[config.mk]
export PLATFORM = sky130hd
export DESIGN_NAME = mem_arbiter_flat
export DESIGN_NICKNAME = d
export VERILOG_FILES = /design/src/rtl/core_pkg.sv /design/src/rtl/mem_arb_if.sv /design/src/rtl/mem_arb_perf.sv /design/src/rtl/mem_arbiter.sv /design/src/flat_wrapper.sv
export SDC_FILE = /design/constraint.sdc
export NUM_CORES = 1
export LEC_CHECK = 0
export CAP_MARGIN = 20
export CORE_AREA = 2 2 107 109
export DETAILED_ROUTE_END_ITERATION = 7
export DIE_AREA = 0 0 109 111
export MAX_ROUTING_LAYER = met4
export PLACE_DENSITY = 0.85
export SLEW_MARGIN = 20
export SYNTH_ARGS = -nofsm -noshare
export SYNTH_HDL_FRONTEND = slang
export SYNTH_SLANG_ARGS = --single-unit
[constraint.sdc]
create_clock -name clock -period 7.53 [get_ports clock]
set_clock_uncertainty 0.2 [all_clocks]
set_input_delay 1.506 -clock clock [delete_from_list [all_inputs] [get_ports clock]]
set_output_delay 1.506 -clock clock [all_outputs]
set_load 0.02 [all_outputs]
[src/rtl/core_pkg.sv]
// Shared types and defaults for the core memory-port arbiter.
package core_pkg;

    typedef enum logic [1:0] {
        IDLE  = 2'd0,
        ISSUE = 2'd1,
        WAIT  = 2'd2
    } arb_state_t;

    typedef enum logic {
        OWN_I = 1'b0,
        OWN_D = 1'b1
    } arb_owner_t;

    localparam int ARB_STARVE_MAX_DEF = 4;

    // Saturating 4-bit increment used by the D-side starvation streak.
    function automatic logic [3:0] sat_inc(input logic [3:0] v, input logic [3:0] max);
        return (v >= max) ? max : v + 4'd1;
    endfunction

endpackage

[src/rtl/mem_arb_if.sv]
// Fetch, load/store and memory-side signal bundle for mem_arbiter.
interface mem_arb_if #(
    parameter int AW = 32
);
    logic          i_req;
    logic [AW-1:0] i_addr;
    logic          i_kill;
    logic          i_gnt;
    logic          i_rvalid;
    logic [31:0]   i_rdata;

    logic          d_req;
    logic          d_we;
    logic [AW-1:0] d_addr;
    logic [31:0]   d_wdata;
    logic [3:0]    d_be;
    logic          d_gnt;
    logic          d_rvalid;
    logic [31:0]   d_rdata;

    logic          m_req;
    logic          m_we;
    logic [AW-1:0] m_addr;
    logic [31:0]   m_wdata;
    logic [3:0]    m_be;
    logic          m_gnt;
    logic          m_rvalid;
    logic [31:0]   m_rdata;

    // Arbiter view: takes core requests, drives the memory port.
    modport master (
        input  i_req, i_addr, i_kill,
        input  d_req, d_we, d_addr, d_wdata, d_be,
        input  m_gnt, m_rvalid, m_rdata,
        output i_gnt, i_rvalid, i_rdata,
        output d_gnt, d_rvalid, d_rdata,
        output m_req, m_we, m_addr, m_wdata, m_be
    );

    // Environment view: fetch/memory stages and the memory itself.
    modport slave (
        output i_req, i_addr, i_kill,
        output d_req, d_we, d_addr, d_wdata, d_be,
        output m_gnt, m_rvalid, m_rdata,
        input  i_gnt, i_rvalid, i_rdata,
        input  d_gnt, d_rvalid, d_rdata,
        input  m_req, m_we, m_addr, m_wdata, m_be
    );
endinterface

[src/rtl/mem_arb_perf.sv]
// Grant and fetch-stall event counters for mem_arbiter (built only with MEM_ARB_PERF_EN).
module mem_arb_perf (
    input  logic        clock,
    input  logic        reset,
    input  logic        i_req,
    input  logic        i_gnt,
    input  logic        d_gnt,
    output logic [31:0] perf_i_grants,
    output logic [31:0] perf_d_grants,
    output logic [31:0] perf_i_stall
);

    always_ff @(posedge clock or posedge reset) begin
        if (reset) begin
            perf_i_grants <= '0;
            perf_d_grants <= '0;
            perf_i_stall  <= '0;
        end else begin
            if (i_gnt)          perf_i_grants <= perf_i_grants + 32'd1;
            if (d_gnt)          perf_d_grants <= perf_d_grants + 32'd1;
            if (i_req && !i_gnt) perf_i_stall <= perf_i_stall + 32'd1;
        end
    end

endmodule

[src/rtl/mem_arbiter.sv]
// Single-outstanding arbiter sharing one memory port between fetch (I) and load/store (D).
// D has priority with a starvation guard; optional perf counters under MEM_ARB_PERF_EN.
module mem_arbiter
    import core_pkg::*;
#(
    parameter int STARVE_MAX = ARB_STARVE_MAX_DEF,
    parameter int AW         = 32
) (
    input  logic        clock,
    input  logic        reset,
    mem_arb_if.master   bus
`ifdef MEM_ARB_PERF_EN
    ,
    output logic [31:0] perf_i_grants,
    output logic [31:0] perf_d_grants,
    output logic [31:0] perf_i_stall
`endif
);

    localparam logic [3:0] SMAX = 4'(STARVE_MAX);

    arb_state_t    state_q, state_d;
    arb_owner_t    owner_q, owner_d;
    logic          killed_q, killed_d;
    logic [3:0]    d_streak, d_streak_d;
    logic          latch;

    logic          m_req_q;
    logic          m_we_q;
    logic [AW-1:0] m_addr_q;
    logic [31:0]   m_wdata_q;
    logic [3:0]    m_be_q;

    logic          starve;
    assign starve = bus.i_req && (d_streak == SMAX);

    always_comb begin
        state_d    = state_q;
        owner_d    = owner_q;
        latch      = 1'b0;
        killed_d   = killed_q;
        d_streak_d = d_streak;

        unique case (state_q)
            IDLE: begin
                if (bus.d_req && !starve) begin
                    owner_d = OWN_D;
                    latch   = 1'b1;
                    state_d = ISSUE;
                end else if (bus.i_req && !bus.i_kill) begin
                    owner_d = OWN_I;
                    latch   = 1'b1;
                    state_d = ISSUE;
                end
            end
            ISSUE: begin
                if (bus.m_gnt)
                    state_d = WAIT;
                else if (owner_q == OWN_I && bus.i_kill)
                    state_d = IDLE;
            end
            WAIT: begin
                if (bus.m_rvalid)
                    state_d = IDLE;
            end
            default: state_d = IDLE;
        endcase

        // A kill only sticks to an I transaction memory has already accepted.
        if (state_d == IDLE)
            killed_d = 1'b0;
        else if (owner_q == OWN_I && bus.i_kill &&
                 (state_q == WAIT || (state_q == ISSUE && bus.m_gnt)))
            killed_d = 1'b1;

        if (state_q == IDLE) begin
            if (!bus.i_req)
                d_streak_d = 4'd0;
            else if (latch && owner_d == OWN_D)
                d_streak_d = sat_inc(d_streak, SMAX);
            else if (latch && owner_d == OWN_I)
                d_streak_d = 4'd0;
        end
    end

    always_ff @(posedge clock or posedge reset) begin
        if (reset) begin
            state_q  <= IDLE;
            owner_q  <= OWN_D;
            killed_q <= 1'b0;
            d_streak <= 4'd0;
        end else begin
            state_q  <= state_d;
            owner_q  <= owner_d;
            killed_q <= killed_d;
            d_streak <= d_streak_d;
        end
    end

    // Memory request fields are captured at arbitration and held through ISSUE.
    always_ff @(posedge clock or posedge reset) begin
        if (reset) begin
            m_req_q   <= 1'b0;
            m_we_q    <= 1'b0;
            m_addr_q  <= '0;
            m_wdata_q <= '0;
            m_be_q    <= '0;
        end else begin
            m_req_q <= (state_d == ISSUE);
            if (latch) begin
                if (owner_d == OWN_D) begin
                    m_we_q    <= bus.d_we;
                    m_addr_q  <= bus.d_addr;
                    m_wdata_q <= bus.d_wdata;
                    m_be_q    <= bus.d_be;
                end else begin
                    m_we_q    <= 1'b0;
                    m_addr_q  <= bus.i_addr;
                    m_wdata_q <= '0;
                    m_be_q    <= 4'hF;
                end
            end
        end
    end

    assign bus.m_req   = m_req_q;
    assign bus.m_we    = m_we_q;
    assign bus.m_addr  = m_addr_q;
    assign bus.m_wdata = m_wdata_q;
    assign bus.m_be    = m_be_q;

    logic issue_acc, wait_resp;
    assign issue_acc = (state_q == ISSUE) && bus.m_gnt;
    assign wait_resp = (state_q == WAIT) && bus.m_rvalid;

    assign bus.i_gnt    = issue_acc && (owner_q == OWN_I);
    assign bus.d_gnt    = issue_acc && (owner_q == OWN_D);
    assign bus.i_rvalid = wait_resp && (owner_q == OWN_I) && !killed_q;
    assign bus.d_rvalid = wait_resp && (owner_q == OWN_D);
    assign bus.i_rdata  = bus.m_rdata;
    assign bus.d_rdata  = bus.m_rdata;

`ifdef MEM_ARB_PERF_EN
    mem_arb_perf u_perf (
        .clock         (clock),
        .reset         (reset),
        .i_req         (bus.i_req),
        .i_gnt         (bus.i_gnt),
        .d_gnt         (bus.d_gnt),
        .perf_i_grants (perf_i_grants),
        .perf_d_grants (perf_d_grants),
        .perf_i_stall  (perf_i_stall)
    );
`endif

endmodule

[src/flat_wrapper.sv]
// flat-port wrapper written by rule: the top's interface ports become plain ports
module mem_arbiter_flat import core_pkg::*;
#(
    parameter int STARVE_MAX = ARB_STARVE_MAX_DEF,
    parameter int AW         = 32
)
  (clock, reset, bus_i_req, bus_i_addr, bus_i_kill, bus_d_req, bus_d_we, bus_d_addr, bus_d_wdata, bus_d_be, bus_m_gnt, bus_m_rvalid, bus_m_rdata, bus_i_gnt, bus_i_rvalid, bus_i_rdata, bus_d_gnt, bus_d_rvalid, bus_d_rdata, bus_m_req, bus_m_we, bus_m_addr, bus_m_wdata, bus_m_be);
  mem_arb_if #(.AW(AW)) bus_i ();
  input  logic clock;
  input  logic reset;
  input wire logic [$bits(bus_i.i_req)-1:0] bus_i_req;
  input wire logic [$bits(bus_i.i_addr)-1:0] bus_i_addr;
  input wire logic [$bits(bus_i.i_kill)-1:0] bus_i_kill;
  input wire logic [$bits(bus_i.d_req)-1:0] bus_d_req;
  input wire logic [$bits(bus_i.d_we)-1:0] bus_d_we;
  input wire logic [$bits(bus_i.d_addr)-1:0] bus_d_addr;
  input wire logic [$bits(bus_i.d_wdata)-1:0] bus_d_wdata;
  input wire logic [$bits(bus_i.d_be)-1:0] bus_d_be;
  input wire logic [$bits(bus_i.m_gnt)-1:0] bus_m_gnt;
  input wire logic [$bits(bus_i.m_rvalid)-1:0] bus_m_rvalid;
  input wire logic [$bits(bus_i.m_rdata)-1:0] bus_m_rdata;
  output wire logic [$bits(bus_i.i_gnt)-1:0] bus_i_gnt;
  output wire logic [$bits(bus_i.i_rvalid)-1:0] bus_i_rvalid;
  output wire logic [$bits(bus_i.i_rdata)-1:0] bus_i_rdata;
  output wire logic [$bits(bus_i.d_gnt)-1:0] bus_d_gnt;
  output wire logic [$bits(bus_i.d_rvalid)-1:0] bus_d_rvalid;
  output wire logic [$bits(bus_i.d_rdata)-1:0] bus_d_rdata;
  output wire logic [$bits(bus_i.m_req)-1:0] bus_m_req;
  output wire logic [$bits(bus_i.m_we)-1:0] bus_m_we;
  output wire logic [$bits(bus_i.m_addr)-1:0] bus_m_addr;
  output wire logic [$bits(bus_i.m_wdata)-1:0] bus_m_wdata;
  output wire logic [$bits(bus_i.m_be)-1:0] bus_m_be;
  assign bus_i.i_req = bus_i_req;
  assign bus_i.i_addr = bus_i_addr;
  assign bus_i.i_kill = bus_i_kill;
  assign bus_i.d_req = bus_d_req;
  assign bus_i.d_we = bus_d_we;
  assign bus_i.d_addr = bus_d_addr;
  assign bus_i.d_wdata = bus_d_wdata;
  assign bus_i.d_be = bus_d_be;
  assign bus_i.m_gnt = bus_m_gnt;
  assign bus_i.m_rvalid = bus_m_rvalid;
  assign bus_i.m_rdata = bus_m_rdata;
  assign bus_i_gnt = bus_i.i_gnt;
  assign bus_i_rvalid = bus_i.i_rvalid;
  assign bus_i_rdata = bus_i.i_rdata;
  assign bus_d_gnt = bus_i.d_gnt;
  assign bus_d_rvalid = bus_i.d_rvalid;
  assign bus_d_rdata = bus_i.d_rdata;
  assign bus_m_req = bus_i.m_req;
  assign bus_m_we = bus_i.m_we;
  assign bus_m_addr = bus_i.m_addr;
  assign bus_m_wdata = bus_i.m_wdata;
  assign bus_m_be = bus_i.m_be;
  mem_arbiter #(.STARVE_MAX(STARVE_MAX), .AW(AW)) u_core (.clock(clock), .reset(reset), .bus(bus_i));
endmodule
==> results of run 1 <==
-- stage by stage --
stage	setup WS, ns	power, W
finish	2.93	0.00225
global route	2.88	0.00238
detailed placement	2.86	0.00178
CTS	2.94	0.00226
floorplan	3.78	0.00134
global placement	2.96	0.00175
-- sequential cells by signal, summed over array words and instances, names as in the netlist --
register            flops
u_core.bus.m_addr      32
u_core.bus.m_wdata     32
u_core.bus.m_be         4
u_core.d_streak         4
u_core.state_q          2
u_core.bus.m_req        1
u_core.bus.m_we         1
u_core.killed_q         1
u_core.owner_q          1
-- placed cells by master (no fill, tap or decap), drive strengths merged, types with 4 or more instances in the layout --
cell type and instances:
o21ai 40, clkbuf 12, clkdlybuf4s50 181, inv 4
a22o 32, nor2 11, nand2 73, dfrtp 77
a21o 33
-- cell families after synthesis --
logic type | synth area share
AOI/OAI and AO/OA | 0.204
and+or+nand+nor | 0.115
muxes | 0.00260
adders and majority gates | 0.00651
buffers and inverters | 0.164
DFF | 0.508
-- power by group through the flow --
stage                     clock network [W]  registers [W]  logic [W]
after floorplan                           0       0.000913   0.000427
after global placement                    0       0.000717    0.00103
after detailed placement                  0       0.000721    0.00106
after CTS                          0.000481       0.000718    0.00106
after global routing               0.000502       0.000743    0.00114
final                              0.000471       0.000716    0.00106
-- synthesized netlist by cell type (2+ instances only) --
cell type,instances,share of area
sky130_fd_sc_hd__nor2_1,11,0.011
sky130_fd_sc_hd__nand3b_1,2,0.0039
sky130_fd_sc_hd__buf_4,64,0.12
sky130_fd_sc_hd__ha_1,2,0.0065
sky130_fd_sc_hd__nand2_1,73,0.071
sky130_fd_sc_hd__buf_2,13,0.017
sky130_fd_sc_hd__a22o_1,32,0.073
sky130_fd_sc_hd__and3_1,2,0.0033
sky130_fd_sc_hd__nand2b_1,3,0.0049
sky130_fd_sc_hd__o21ai_1,38,0.049
sky130_fd_sc_hd__o21ai_0,2,0.0026
sky130_fd_sc_hd__nor3_1,3,0.0039
sky130_fd_sc_hd__inv_1,5,0.0049
sky130_fd_sc_hd__clkbuf_1,6,0.0059
sky130_fd_sc_hd__buf_6,4,0.012
sky130_fd_sc_hd__nand3_1,2,0.0026
sky130_fd_sc_hd__dfrtp_1,77,0.50
sky130_fd_sc_hd__a21o_1,33,0.064
-- layer usage --
metal	share of wire	up-vias
met4	0.020	0
met5	0	-
li1	-	1457
met2	0.49	159
met1	0.40	1460
met3	0.094	23
-- layout make-up --
cell class | instances | area, sq um | share of cell area
flip-flops and latches | 78 | 1950 | 0.349
clock inverters | 3 | 67.6 | 0.0121
multi-input cells | 216 | 1270 | 0.227
well taps | 143 | 179 | 0.0320
repair buffers | 184 | 1850 | 0.331
clock buffers | 12 | 256 | 0.0458
inverters | 5 | 20.0 | 0.00358
-- worst max-delay path: cells and delay by family --
family                 cells  cell delay (ns)
buffers and inverters      2             1.11
and+or+nand+nor            2             0.27
-- worst max-delay path by stage --
stage / start / end / slack [ns] / depth (start not counted)
final: bus_m_gnt / bus_i_gnt / 2.93 / 4
after global routing: bus_m_gnt / bus_i_gnt / 2.88 / 4
after CTS: bus_m_rvalid / bus_i_rvalid / 2.94 / 4
after detailed placement: bus_i_kill / u_core.bus.m_addr[24]$_DFFE_PP0N_ / 2.86 / 5
after global placement: bus_i_kill / u_core.bus.m_addr[3]$_DFFE_PP0N_ / 2.96 / 5
after floorplan: bus_m_rvalid / bus_i_rvalid / 3.78 / 2
==> impl_metrics.ini, run 1 <==
[power_and_ir_drop]
ir_drop_mv = 0.202
power.net_switching_w = 0.000815
power-per-cell-area_mw_per_mm2 = 401
power.share.clock = 0.210
switching_share = 0.363
power_frac_seq = 0.319
share_of_total_power_in_combinational_logic = 0.472
p_int_w = 0.00143
total_leakage_power_nw = 2.56

[worst_setup_path]
startpoint_type = input pin
regToRegEndpoint = u_core.bus.m_addr[6]$_DFFE_PP0N_
timing.critical_path.arrival_ns = 2.89
endpoint_kind = primary output
timing.critical_path.cells = clkdlybuf4s50_1 > nand3b_1 > nor2_1 > clkdlybuf4s50_1
cpPeakStageDelay_ns = 0.63
cp_data_required_time_ns = 5.82
critical_path.reg2reg.startpoint = u_core.state_q[1]$_DFF_PP0_
timing.reg2reg.setup_slack_ns = 4.54
worst_path_max_delay_cell = sky130_fd_sc_hd__clkdlybuf4s50_1
worst-r2r-cell-count = 4
worst-path-max-fanout = 4
timing.critical_path.mode_cell = sky130_fd_sc_hd__clkdlybuf4s50_1
setup_crit_path_kind = input pin to primary output

[min_path]
worstHoldEndpoint = u_core.bus.m_addr[13]$_DFFE_PP0N_
hold_path_depth = 1
hold_class = flop to flop
hold_path.startpoint = u_core.bus.m_addr[13]$_DFFE_PP0N_

[sta]
timing.max_slew.rel_slack = 0.347
grt_setup_unrepaired = false
maxSlewViolCount = 0
post_route_clock_period_utilization = 0.611
fin_setup_tns_ns = 0
clock.fmax_mhz = 218
final_hold_viol_count = 0
layout_min_cycle_time_ns = 4.60
setup_viol = 0
finalHoldWorstSlack_ns = 0.274
tightestPinTransition_ns = 0.980

[finish]
finish.net_count = 636
final_core_util = 0.505
final_cell_count_no_fill = 641
finish.instance_area_sq_mm = 0.00560
filler_cell_count = 968
layout-drive-gt1-share = 0.0502
area.growth.synth_to_final_pct = 45.6
insertedDiodeCount = 0

[floorplan]
dieHeight_um = 111
die_boundary_width_um = 109
core_area_sq_mm = 0.0111
floorplan.die_area_sq_mm = 0.0121
placement_rows = 39
initial_standard_cell_utilization_of_the_core = 0.347
ioPinCount = 278

[clocking]
clock_tree.buffer_depth = 2
cts_tree = built
h-tree-depth = 3
cts_hold_repair_buffers = 0
clk_pin_slew_worst_paths_ns = 0.05
buffers_inserted_by_post_cts_timing_repair = 0
insertion_delay_ns = 0.33
cts.sinks = 78
post_cts_resize_count = 0
cts_root_buf = sky130_fd_sc_hd__clkbuf_16
inserted_clock_buffers = 9

[routing]
number_of_search_and_repair_iterations_in_the_first_detailed_routing_pass = 4
drt_first_iter_violations = 193
num_vias = 3099
finalWirelength_um = 10100
routedWlPerCell_um = 15.7
detail-route-antenna-nets = 0
via_cell_ratio = 4.83
drc_errors = 0

[global_routing]
global_route.usage.met3 = 0.0441
groute.layer.met2.usage = 0.276
first_global_vias = 3233
global_route.usage.total = 0.170
grt_max_degree = 112
globalRoute.totalOverflow = 0
grt.busiest_layer = met2
use_met1 = 0.197
grt_antenna_before_repair = 0
grt_first_pass_wirelength_um = 15700

[placed_design]
port_buffers = 181
gp_congestion = 0.853
hpwlAfterDp_um = 7160
dpl_cell_area_sq_mm = 0.00525
numPlacedInstances = 625

[yosys]
synth-async-reset-ratio = 1.00
synth.avg_cell_area_sq_um = 9.96
yosysSeqAreaShare = 0.508
netlist_instances = 386
synthesis_stage_register_bit_count = 78
synth-edff-count = 0
netlist-cell-type-count = 32
syn_nets = 528
synth_area_sq_mm = 0.00385
yosys_warnings = 0
ys.flop_type = sky130_fd_sc_hd__dfrtp_1

[run]
timing.max_cap.violations = 0

[run_status]
run_status = complete, no violations
(Power assumes the default switching activity.)
==> run 2: changes to the inputs <==
- CORE_AREA: 2 2 107 109 -> unset
- CORE_MARGIN: unset -> 2
- CORE_UTILIZATION: unset -> 32
- DIE_AREA: 0 0 109 111 -> unset
- PLACE_DENSITY: 0.85 -> 0.81
- clock period: 7.53 -> 4.2 ns (I/O delays scaled with it)
==> run 2 against run 1 <==
  * Non-clock buffer count grew 3
  * First-iteration DRC count shrank 48%
  * Register-to-register slack lost 2.8 ns
  * Power grew 78%
  * Final cell count grew 1.2%
  * Setup slack lost 2.0 ns
  * Routed wire length grew 0.90%
  * Die area grew 6.7%
==> impl_metrics.ini, run 2 (synthesized netlist as in run 1, its figures left out) <==
[floorplan]
floorplan.die_area_sq_mm = 0.0129
dieHeight_um = 114
placement_rows = 40
die_boundary_width_um = 114
core_area_sq_mm = 0.0119
initial_standard_cell_utilization_of_the_core = 0.324
ioPinCount = 278

[global_routing]
grt_antenna_before_repair = 0
globalRoute.totalOverflow = 0
groute.layer.met2.usage = 0.262
grt_first_pass_wirelength_um = 15600
first_global_vias = 3189
global_route.usage.total = 0.158
grt_max_degree = 79
grt.busiest_layer = met2
use_met1 = 0.183
global_route.usage.met3 = 0.0558

[sta]
maxSlewViolCount = 0
timing.max_slew.rel_slack = 0.413
clock.fmax_mhz = 310
setup_viol = 0
fin_setup_tns_ns = 0
final_hold_viol_count = 0
grt_setup_unrepaired = false
tightestPinTransition_ns = 0.879
layout_min_cycle_time_ns = 3.23
post_route_clock_period_utilization = 0.768

[routing]
finalWirelength_um = 10200
routedWlPerCell_um = 15.7
num_vias = 3131
number_of_search_and_repair_iterations_in_the_first_detailed_routing_pass = 4
via_cell_ratio = 4.82
drt_first_iter_violations = 101
drc_errors = 0
detail-route-antenna-nets = 0

[clocking]
post_cts_resize_count = 0
inserted_clock_buffers = 9
cts_root_buf = sky130_fd_sc_hd__clkbuf_16
h-tree-depth = 3
clock_tree.buffer_depth = 2
cts_tree = built
insertion_delay_ns = 0.33
cts.sinks = 78
cts_hold_repair_buffers = 0
clk_pin_slew_worst_paths_ns = 0.05
buffers_inserted_by_post_cts_timing_repair = 0

[run_status]
run_status = complete, no violations

[worst_setup_path]
timing.critical_path.cells = clkdlybuf4s50_1 > nand3b_1 > nor3_1 > clkdlybuf4s50_1
timing.critical_path.mode_cell = sky130_fd_sc_hd__clkdlybuf4s50_1
worst_path_max_delay_cell = sky130_fd_sc_hd__clkdlybuf4s50_1
startpoint_type = input pin
timing.critical_path.arrival_ns = 2.19
endpoint_kind = primary output
critical_path.reg2reg.startpoint = u_core.state_q[1]$_DFF_PP0_
timing.reg2reg.setup_slack_ns = 1.78
setup_crit_path_kind = input pin to primary output
cp_data_required_time_ns = 3.16
regToRegEndpoint = u_core.bus.m_addr[0]$_DFFE_PP0N_
worst-path-max-fanout = 2
cpPeakStageDelay_ns = 0.63
worst-r2r-cell-count = 4

[finish]
final_cell_count_no_fill = 649
layout-drive-gt1-share = 0.0558
filler_cell_count = 1121
insertedDiodeCount = 0
area.growth.synth_to_final_pct = 45.9
mostFrequentLayoutCells = sky130_fd_sc_hd__clkdlybuf4s50_1 (181), sky130_fd_sc_hd__dfrtp_1 (77), sky130_fd_sc_hd__nand2_1 (73)
final_common_cell = sky130_fd_sc_hd__clkdlybuf4s50_1
finish.net_count = 639
finish.instance_area_sq_mm = 0.00561

[run]
timing.max_cap.violations = 0

[min_path]
worstHoldEndpoint = u_core.bus.m_addr[20]$_DFFE_PP0N_
hold_path.startpoint = u_core.bus.m_addr[20]$_DFFE_PP0N_
hold_class = flop to flop
hold_path_depth = 1

[placed_design]
numPlacedInstances = 633
gp_congestion = 0.833
hpwlAfterDp_um = 7410
dpl_cell_area_sq_mm = 0.00530
port_buffers = 181

[power_and_ir_drop]
switching_share = 0.367
total_leakage_power_nw = 2.57
power-per-cell-area_mw_per_mm2 = 713
p_int_w = 0.00253
power.share.clock = 0.204
power_frac_seq = 0.321
ir_drop_mv = 0.391
power.net_switching_w = 0.00147
share_of_total_power_in_combinational_logic = 0.476
[run 2: changes by cell type in the layout (fill, tap and decap cells not counted), sizes merged]
cell	change
buf	+3
clkbuf	-2
clkinv	+3
[run 2: layout make-up]
| class | count | area, sq um | area share |
|---|---|---|---|
| multi-input combinational | 216 | 1270 | 0.226 |
| timing repair buffer | 187 | 1870 | 0.333 |
| clock buffer | 10 | 229 | 0.0408 |
| sequential | 78 | 1950 | 0.348 |
| tap | 147 | 184 | 0.0328 |
| clock inverter | 6 | 86.3 | 0.0154 |
| inverter | 5 | 20.0 | 0.00357 |
[run 2: power groups by stage]
stage | clock network, W | registers [W] | logic (W)
finish | 0.000814 | 0.00128 | 0.00190
detailed placement | 0 | 0.00129 | 0.00193
global route | 0.000877 | 0.00133 | 0.00204
CTS | 0.000840 | 0.00128 | 0.00193
floorplan | 0 | 0.00164 | 0.000765
global placement | 0 | 0.00128 | 0.00187
[run 2: critical path: cells and delay by family]
kind / cells / cell delay [ns]
and+or+nand+nor: 2 / 0.24
buffers and inverters: 2 / 1.11
[run 2: worst max path at each step]
stage,start,to,cells after the start
floorplan,reset,u_core.bus.m_addr[0]$_DFFE_PP0N_,1
global placement,bus_i_kill,u_core.bus.m_addr[3]$_DFFE_PP0N_,5
detailed placement,bus_i_kill,u_core.bus.m_addr[0]$_DFFE_PP0N_,5
CTS,bus_m_rvalid,bus_i_rvalid,4
global route,bus_m_rvalid,bus_i_rvalid,4
finish,bus_m_rvalid,bus_i_rvalid,4
[run 2: per-stage QoR]
stage / hold slack (ns) / setup slack (ns) / total power (W) / utilization
3_5_place_dp: 0.264 / 0.888 / 0.00322 / 0.446
2_1_floorplan: 0.262 / 1.17 / 0.00240 / -
5_1_grt: 0.290 / 0.871 / 0.00424 / 0.473
3_3_place_gp: 0.258 / 0.975 / 0.00315 / 0.446
4_1_cts: 0.278 / 0.973 / 0.00406 / 0.473
6_report: 0.273 / 0.973 / 0.00400 / 0.473
[run 2: layer usage]
layer / vias to the layer above / routed length [um] / share of wire
li1: 1470 / - / -
met1: 1470 / 4200 / 0.41
met2: 167 / 4840 / 0.48
met5: - / 0 / 0
met3: 24 / 993 / 0.098
met4: 0 / 147 / 0.014
==> run 3: changes to the inputs <==
- CORE_UTILIZATION: 32 -> 35
- PLACE_DENSITY: 0.81 -> 0.84
- clock period: 4.2 -> 3.1 ns (I/O delays scaled with it)
==> run 3 against run 2 <==
  * Global-route usage is 1.8 points higher
  * Critical endpoint is now bus_i_gnt
  * Largest cell class unchanged
  * Sequential cell count did not move
  * Register-to-register slack lost 0.86 ns
  * Die area shrank 8.3%
  * Combinational power up 36%
  * Cell area shrank 2.2%
  * Critical path type unchanged
  * Highest routed layer unchanged
==> impl_metrics.ini, run 3 (synthesized netlist as in run 1, its figures left out) <==
[power_and_ir_drop]
total_leakage_power_nw = 2.52
power-per-cell-area_mw_per_mm2 = 909
ir_drop_mv = 0.439

[routing]
finalWirelength_um = 10300
routedWlPerCell_um = 16.0
drc_errors = 0
num_vias = 3138
number_of_search_and_repair_iterations_in_the_first_detailed_routing_pass = 4
drt_first_iter_violations = 133
detail-route-antenna-nets = 0
via_cell_ratio = 4.87

[global_routing]
first_global_vias = 3231
grt_antenna_before_repair = 0
global_route.usage.total = 0.176
grt_first_pass_wirelength_um = 15700
globalRoute.totalOverflow = 0
grt_max_degree = 41

[finish]
mostFrequentLayoutCells = sky130_fd_sc_hd__clkdlybuf4s50_1 (181), sky130_fd_sc_hd__dfrtp_1 (77), sky130_fd_sc_hd__nand2_1 (73)
area.growth.synth_to_final_pct = 42.7
layout-drive-gt1-share = 0.0614
finish.net_count = 642
insertedDiodeCount = 0
final_common_cell = sky130_fd_sc_hd__clkdlybuf4s50_1

[clocking]
clk_pin_slew_worst_paths_ns = 0.07
inserted_clock_buffers = 9
cts.sinks = 78
post_cts_resize_count = 0
buffers_inserted_by_post_cts_timing_repair = 0
insertion_delay_ns = 0.34
cts_hold_repair_buffers = 0
cts_tree = built
h-tree-depth = 3
cts_root_buf = sky130_fd_sc_hd__clkbuf_8
clock_tree.buffer_depth = 2

[worst_setup_path]
cpLargestDelayFamily = buffers and inverters
cpPeakStageDelay_ns = 0.61
path_buf_inv = 2
worst-path-max-fanout = 4
setup_crit_path_kind = input pin to primary output
endpoint_kind = primary output
timing.critical_path.cells = clkdlybuf4s50_1 > nand3b_1 > nor2_1 > clkdlybuf4s50_1
timing.critical_path.mode_cell = sky130_fd_sc_hd__clkdlybuf4s50_1
worst_path_max_delay_cell = sky130_fd_sc_hd__clkdlybuf4s50_1
cp_data_required_time_ns = 2.28
timing.critical_path.arrival_ns = 1.99
startpoint_type = input pin

[sta]
postLayoutSetupSlackWorst_ns = 0.288
layout_min_cycle_time_ns = 2.81
clock.fmax_mhz = 356
grt_setup_unrepaired = false
tightestPinTransition_ns = 0.699
setup_viol = 0
maxSlewViolCount = 0
finalHoldWorstSlack_ns = 0.278
final_hold_viol_count = 0
fin_setup_tns_ns = 0
timing.max_slew.rel_slack = 0.534
post_route_clock_period_utilization = 0.907

[floorplan]
core_area_sq_mm = 0.0108
dieHeight_um = 109
initial_standard_cell_utilization_of_the_core = 0.356
die_boundary_width_um = 109
floorplan.die_area_sq_mm = 0.0118
placement_rows = 38
ioPinCount = 278

[min_path]
hold_class = flop to flop

[run_status]
run_status = complete, no violations

[placed_design]
dp_slack_ns = 0.290
port_buffers = 181
hpwlAfterDp_um = 7660
gp_congestion = 0.906

[run]
timing.max_cap.violations = 0
[run 3: path summary, 6_finish.rpt]
kind / start / to / slack, ns / cells past startpoint
worst min-delay path: u_core.bus.m_addr[7]$_DFFE_PP0N_ / u_core.bus.m_addr[7]$_DFFE_PP0N_ / 0.28 / 1
max in group asynchronous: reset / u_core.owner_q$_DFF_PP1_ / 1.51 / 3
min in group asynchronous: reset / u_core.bus.m_addr[23]$_DFFE_PP0N_ / 0.47 / 2
worst max register to register: u_core.d_streak[0]$_DFFE_PP0P_ / u_core.bus.m_addr[9]$_DFFE_PP0N_ / 0.92 / 7
worst max-delay path: bus_m_gnt / bus_i_gnt / 0.29 / 4
worst min register to register: u_core.bus.m_addr[7]$_DFFE_PP0N_ / u_core.bus.m_addr[7]$_DFFE_PP0N_ / 0.28 / 1
[run 3: cell type report]
class,count,area [sq um]
repair buffers,190,1900
clock inverters,6,38.8
multi-input cells,216,1270
inverters,5,20.0
flip-flops and latches,78,1950
clock buffers,10,128
fillers,965,5310
well taps,140,175
[run 3: routing by layer]
metal | vias up | track usage | wire length (um)
met2 | 168 | 0.276 | 4900
met3 | 34 | 0.0502 | 996
met5 | - | - | 0
met1 | 1461 | 0.204 | 4190
met4 | 0 | 0.0962 | 235
li1 | 1475 | - | -
[run 3: power by group]
group | switching (W) | internal (W)
Combinational | 0.00132 | 0.00127
Sequential | 0.000275 | 0.00147
Clock | 0.000371 | 0.000288
Total | 0.00196 | 0.00303
[run 3: through the flow]
stage | cells | power (W) | utilization | cell area [sq um]
floorplan | 386 | 0.00326 | - | 3850
global placement | 629 | 0.00429 | 0.493 | 5320
detailed placement | 629 | 0.00438 | 0.493 | 5320
CTS | 645 | 0.00507 | 0.508 | 5490
global route | 645 | 0.00533 | 0.508 | 5490
finish | 645 | 0.00499 | 0.508 | 5490
